## src/rtl/multicycle_seq.sv

```systemverilog
// multicycle_seq: instruction sequencer for the multi-cycle RV32I core.
// It steps each instruction through FETCH, DECODE, EXECUTE, MEM and WB.
// It owns the PC and the instruction register (IR).
// It gates the register-file and CSR write strobes so that each instruction commits once.
//
// Ports:
//   clk, rst           clock; synchronous active-high reset
//   imem_*             instruction fetch handshake (req/addr out, ready/rdata in)
//   pc_address         PC register
//   instruction        IR, feeds the combinational CU / imm_generator / Reg_File
//   next_pc            next PC from PC_update
//   mem_read, mem_write, reg_write, csr_write_enable   CU decode of IR
//   dmem_req, dmem_we  data access request and write qualifier; dmem_ready completes it
//   rf_we, csr_we      gated write strobes; retire pulses once per commit
//   halted, halt_cause 01 = ECALL/EBREAK, 10 = misaligned next_pc
//   cycle_count, instret_count  performance counters
//
// Optional feature: define RV_PERF_COUNTERS_EN to build the counters.
// Without it, cycle_count and instret_count are tied to 0.
module multicycle_seq #(
  parameter int XLEN = 32,
  parameter logic [XLEN-1:0] RESET_PC = '0,
  parameter int CNT_WIDTH = 64
) (
  input  logic                 clk,
  input  logic                 rst,
  output logic                 imem_req,
  output logic [XLEN-1:0]      imem_addr,
  input  logic                 imem_ready,
  input  logic [31:0]          imem_rdata,
  output logic [XLEN-1:0]      pc_address,
  output logic [31:0]          instruction,
  input  logic [XLEN-1:0]      next_pc,
  input  logic                 mem_read,
  input  logic                 mem_write,
  input  logic                 reg_write,
  input  logic                 csr_write_enable,
  output logic                 dmem_req,
  output logic                 dmem_we,
  input  logic                 dmem_ready,
  output logic                 rf_we,
  output logic                 csr_we,
  output logic                 retire,
  output logic                 halted,
  output logic [1:0]           halt_cause,
  output logic [CNT_WIDTH-1:0] cycle_count,
  output logic [CNT_WIDTH-1:0] instret_count
);
  typedef enum logic [2:0] {FETCH, DECODE, EXECUTE, MEM, WB, HALT} state_e;
  localparam logic [31:0] NOP = 32'h0000_0013;
  localparam logic [31:0] ECALL = 32'h0000_0073;
  localparam logic [31:0] EBREAK = 32'h0010_0073;
  state_e state_q, state_d;
  logic [XLEN-1:0] pc_q, pc_d;
  logic [31:0] ir_q, ir_d;
  logic [1:0] cause_q, cause_d;
  logic is_sys, is_mem, misaligned;
  always_comb begin
    is_sys = (ir_q == ECALL) || (ir_q == EBREAK);
    is_mem = mem_read | mem_write;
    misaligned = |next_pc[1:0];
    state_d = state_q;
    pc_d = pc_q;
    ir_d = ir_q;
    cause_d = cause_q;
    case (state_q)
      FETCH: begin
        ir_d = imem_ready ? imem_rdata : ir_q;
        state_d = imem_ready ? DECODE : FETCH;
      end
      DECODE: state_d = EXECUTE;
      EXECUTE: begin
        state_d = is_sys ? HALT : is_mem ? MEM : WB;
        cause_d = is_sys ? 2'b01 : cause_q;
      end
      MEM: state_d = dmem_ready ? WB : MEM;
      // A misaligned target still commits this instruction, but the PC keeps its value.
      WB: begin
        state_d = misaligned ? HALT : FETCH;
        cause_d = misaligned ? 2'b10 : cause_q;
        pc_d = misaligned ? pc_q : next_pc;
      end
      default: state_d = HALT;
    endcase
  end
  always_ff @(posedge clk) begin
    if (rst) begin
      state_q <= FETCH;
      pc_q <= RESET_PC;
      ir_q <= NOP;
      cause_q <= 2'b00;
    end else begin
      state_q <= state_d;
      pc_q <= pc_d;
      ir_q <= ir_d;
      cause_q <= cause_d;
    end
  end
  // Strobes are decoded from the state register.
  // They are masked by rst so that an abort drops requests and commits in the same cycle.
  assign imem_req = !rst && state_q == FETCH;
  assign dmem_req = !rst && state_q == MEM;
  assign dmem_we = dmem_req && mem_write;
  assign retire = !rst && state_q == WB;
  assign rf_we = retire && reg_write;
  assign csr_we = retire && csr_write_enable;
  assign imem_addr = pc_q;
  assign pc_address = pc_q;
  assign instruction = ir_q;
  assign halted = state_q == HALT;
  assign halt_cause = cause_q;
`ifdef RV_PERF_COUNTERS_EN
  logic [CNT_WIDTH-1:0] cyc_q, ret_q;
  always_ff @(posedge clk) begin
    if (rst) begin
      cyc_q <= '0;
      ret_q <= '0;
    end else begin
      cyc_q <= halted ? cyc_q : cyc_q + CNT_WIDTH'(1);
      ret_q <= ret_q + CNT_WIDTH'(retire);
    end
  end
  assign cycle_count = cyc_q;
  assign instret_count = ret_q;
`else
  assign cycle_count = '0;
  assign instret_count = '0;
`endif
endmodule
```

## config.mk

```make
export PLATFORM = sky130hd
export DESIGN_NAME = multicycle_seq
export DESIGN_NICKNAME = d
export VERILOG_FILES = /design/src/rtl/multicycle_seq.sv
export SDC_FILE = /design/constraint.sdc
export NUM_CORES = 1
export LEC_CHECK = 0
export CAP_MARGIN = 20
export CORE_AREA = 2 2 120 122
export DETAILED_ROUTE_END_ITERATION = 8
export DIE_AREA = 0 0 122 124
export GPL_ROUTABILITY_DRIVEN = 0
export GPL_TIMING_DRIVEN = 0
export HOLD_SLACK_MARGIN = 0.1
export PLACE_DENSITY = 0.82
export RECOVER_POWER = 100
export SKIP_LAST_GASP = 1
export SLEW_MARGIN = 20
export SYNTH_ARGS = -nofsm -noshare
export SYNTH_HDL_FRONTEND = slang
export SYNTH_SLANG_ARGS = --single-unit
```

## constraint.sdc

```tcl
create_clock -name clk -period 1.9 [get_ports clk]
set_clock_uncertainty 0.1 [all_clocks]
set_input_delay 0.475 -clock clk [delete_from_list [all_inputs] [get_ports clk]]
set_output_delay 0.475 -clock clk [all_outputs]
set_load 0.05 [all_outputs]
```

==> results of run 1 <==
[Yosys cell counts]
library cell  instances
buf_6                 3
or3b_4                1
dfxtp_1              69
a22o_1                1
and2_1                3
and3_1                1
nor2b_1               2
nor2_1               11
a21oi_1              60
nor4_1                5
nor3_1                2
nand3_1               3
nor4b_1               1
a211oi_1              2
nor4b_4               1
nand2_1             125
o21ba_2               2
o21ai_0               3
buf_4               160
nand4_1               3
o2bb2ai_1             1
conb_1                1
and3b_1               1
nand3b_1              4
nor3_4                1
buf_2                 8
nor4bb_1              1
nor3b_1               3
clkbuf_1             12
o31a_1                1
[metal layers]
| layer | routed length [um] | GRT usage (%) |
|---|---|---|
| met1 | 4237 | 15.29 |
| met2 | 6112 | 27.69 |
| met3 | 1473 | 7.005 |
| met4 | 272 | 6.537 |
| met5 | 0 | 0 |
[area by class of cell]
| class | instances | area (um^2) | share of cell area, % |
|---|---|---|---|
| buffer | 183 | 1371 | 20.86 |
| clock buffer | 11 | 242.7 | 3.693 |
| clock inverter | 4 | 25.02 | 0.3807 |
| multi-input combinational | 366 | 1659 | 25.24 |
| sequential | 69 | 1386 | 21.09 |
| tap | 180 | 225.2 | 3.427 |
| timing repair buffer | 183 | 1663 | 25.30 |
[what timing repair did]
item | CTS | global route
resized for setup | 197 | 37
buffers inserted | 2 | 6
pin swaps | 1 | 3
endpoints found under the setup margin | 115 | 43
[how the worst max path moves through the flow]
stage / to / slack [ps] / startpoint
CTS: rf_we / -200 / state_q[2]
floorplan: imem_req / -100 / rst
detailed placement: imem_req / -610 / rst
finish: rf_we / -180 / state_q[2]
global placement: imem_req / -600 / rst
global route: rf_we / -230 / state_q[0]
[kinds of logic after synthesis]
logic type             after synthesis
buffers and inverters              183
and+or+nand+nor                    168
AOI/OAI and AO/OA                   70
DFF                                 69
other                                1
[metrics by stage]
stage               util (%)  setup slack, ps
global route           47.91           -231.7
finish                 47.91           -183.2
global placement       46.34           -605.0
CTS                    48.22           -203.7
detailed placement     46.34           -609.8
floorplan                  -           -100.6
[power by group]
part	total, mW	switching (mW)	internal, mW
clock	1.52	0.616	0.906
combinational	1.59	1.08	0.505
sequential	1.57	0.0519	1.52
[worst max-delay path, delay by kind of cell (launching register included)]
kind                   cells  cell delay [ps]
flip-flops                 1              340
buffers and inverters      1              130
AND/OR/NAND/NOR            3              690
[state kept, by name, indices dropped and copies added, names as in the netlist]
signal / count
halt_cause: 2
imem_addr: 32
instruction: 32
state_q: 3
[cells in the final DEF (no fill, tap or decap), types with 2 or more instances in the layout]
| cell | n |
|---|---|
| clkinv_2 | 2 |
| o21ba_2 | 2 |
| nand3_1 | 3 |
| buf_8 | 6 |
| clkbuf_4 | 33 |
| nor4_1 | 4 |
| nor2b_1 | 2 |
| o21ai_0 | 3 |
| clkdlybuf4s15_1 | 3 |
| clkbuf_8 | 3 |
| dfxtp_1 | 67 |
| buf_4 | 135 |
| nor2_4 | 2 |
| nand2_1 | 125 |
| clkdlybuf4s50_1 | 70 |
| clkbuf_1 | 8 |
| clkinvlp_4 | 2 |
| and2_4 | 3 |
| a211oi_1 | 2 |
| clkdlybuf4s15_2 | 10 |
| a21oi_1 | 60 |
| clkbuf_2 | 25 |
| nor3b_1 | 3 |
| nor2_1 | 9 |
| buf_6 | 4 |
| dlygate4sd2_1 | 64 |
| conb_1 | 128 |
| clkbuf_16 | 10 |
| nand4_1 | 3 |
| buf_2 | 6 |
| nand3b_1 | 4 |
==> results.md, run 1 <==
* Worst r2r dst: imem_addr[29]
* Post-synthesis compound-gate area fraction at 9.817%
* Hold_sp: imem_addr[12]
* FMAX at 0.4800 GHz
* # DRC at 0
* Nets at 884
* Area Growth Syn to Fin at 71.33%
* Gr usage total at 15.37%
* DR vias at 3765
* Reg2Reg Setup Slack at 30 ps
* Synth Area in XOR/XNOR at 0%
* TritonRoute pass-1 iters at 4
* Hold Path Depth at 2
* Worst slew pin tran at 564.2 ps
* Final Cell Area at 6573 um^2
* Cts hold-fix bufs at 0
* Setup crit start kind: flop
* Mux share of post-synthesis cell area at 0%
* Final hold violations at 0
* Sequential cell area fraction in the yosys report at 36.01%
* Wire per inst at 12.14 um
* Fin crit period at 2083 ps
* Clock Latency Late Sink at 340 ps
* Hold slack at 369.1 ps
* Status: finished with violations
* Setup-failing EPs final at 7
* Flops & latches, synth at 69
* RSZ-0062 raised after global routing: true
* Vias in the first global route at 3405
* CTS buffer count at 9
* Drt first-iter violations at 142
* Period utilization at 109.6%
* Largest family of logic cells by synthesized area: buffers and inverters
* Worst path max stage delay at 400 ps
* Maximum Capacitance Violations at 0
* Post-synthesis cell area at 3836 um^2
* Die Wd at 122 um
* Crit path max fanout at 3
* Worst-path cell chain: or3b_4, nor2_4, and2_4, buf_8
* Failing checks: negative setup slack
* Detailed placement HPWL at 9631 um
* Top post-synthesis cells by area: dfxtp_1 (36%), buf_4 (31%), nand2_1 (12%)
* H-tree depth at 3
* Row cnt at 43
* CP Class: flop to output port
* Antenna-violating nets left at 0
* Reg2reg start: state_q[2]
* Final WS setup at -183.2 ps
* Fillers at 1385
* Worst Hold Class: flop to flop
* Ant. Diodes at 0
* Syn Area/Cell at 7.813 um^2
* Slew Limit Fails at 0
* R2R cell count at 6
* Global route overflow at 0
* Setup TNS Final at -812.8 ps
* Non-filler instance count after layout at 996
* Final total power at 4.678 mW
* LEAKAGE at 3.360 nW
* Simple-gate portion of the synthesized area at 19.67%
* Pwr/cell area at 711.8 nW/um^2
* Cell Count Post-Placement at 973
* Fraction of layout cells with a size suffix above 1 at 30.76%
* Mapped Cells at 491
* CP arrival at 1510 ps
* Worst path slowest cell: or3b_4
* Placed inst area at 6357 um^2
* Crit end category: output port
* I/O pin count at 305
* Adder-Cell Fraction of Synth Area at 0%
* Port Buffers at 175
* First-pass GRT wire length at 17710 um
* Cell taking the most area after synthesis: dfxtp_1
* Initial antenna violation count at 0
* Vias per cell at 3.780
* Die Ht at 124 um
* Worst hold endpoint: imem_addr[12]
* Share of the synthesized area in the top cell type at 36.01%
* Clock sinks at 69
* Critical Path RT at 1320 ps
* Clock root buffer: clkbuf_16
* CORE AREA at 13720 um^2
* CTS tree: done
* Cell variety after synth at 30
* Clk buf depth at 2
* Max VDD drop at 691.7 uV
* Starting density of the core at 27.96%
* Yosys warning total at 0
* Die area at 15130 um^2
* Worst-path clk slew at 50 ps
* Total Routed Length at 12100 um
* Largest net degree at the start of global routing at 12
* Worst relative slew slack at 62.38%
No activity file was read; power rests on OpenSTA's default activity.
==> run 2: changes to the inputs <==
--- a/config.mk
+++ b/config.mk
@@ -9,7 +9,6 @@
 export CORE_AREA = 2 2 120 122
 export DETAILED_ROUTE_END_ITERATION = 8
 export DIE_AREA = 0 0 122 124
-export GPL_ROUTABILITY_DRIVEN = 0
 export GPL_TIMING_DRIVEN = 0
 export HOLD_SLACK_MARGIN = 0.1
 export PLACE_DENSITY = 0.82
==> results of run 2 <==
The final DEF is identical to that of run 1; final timing and power are the same.
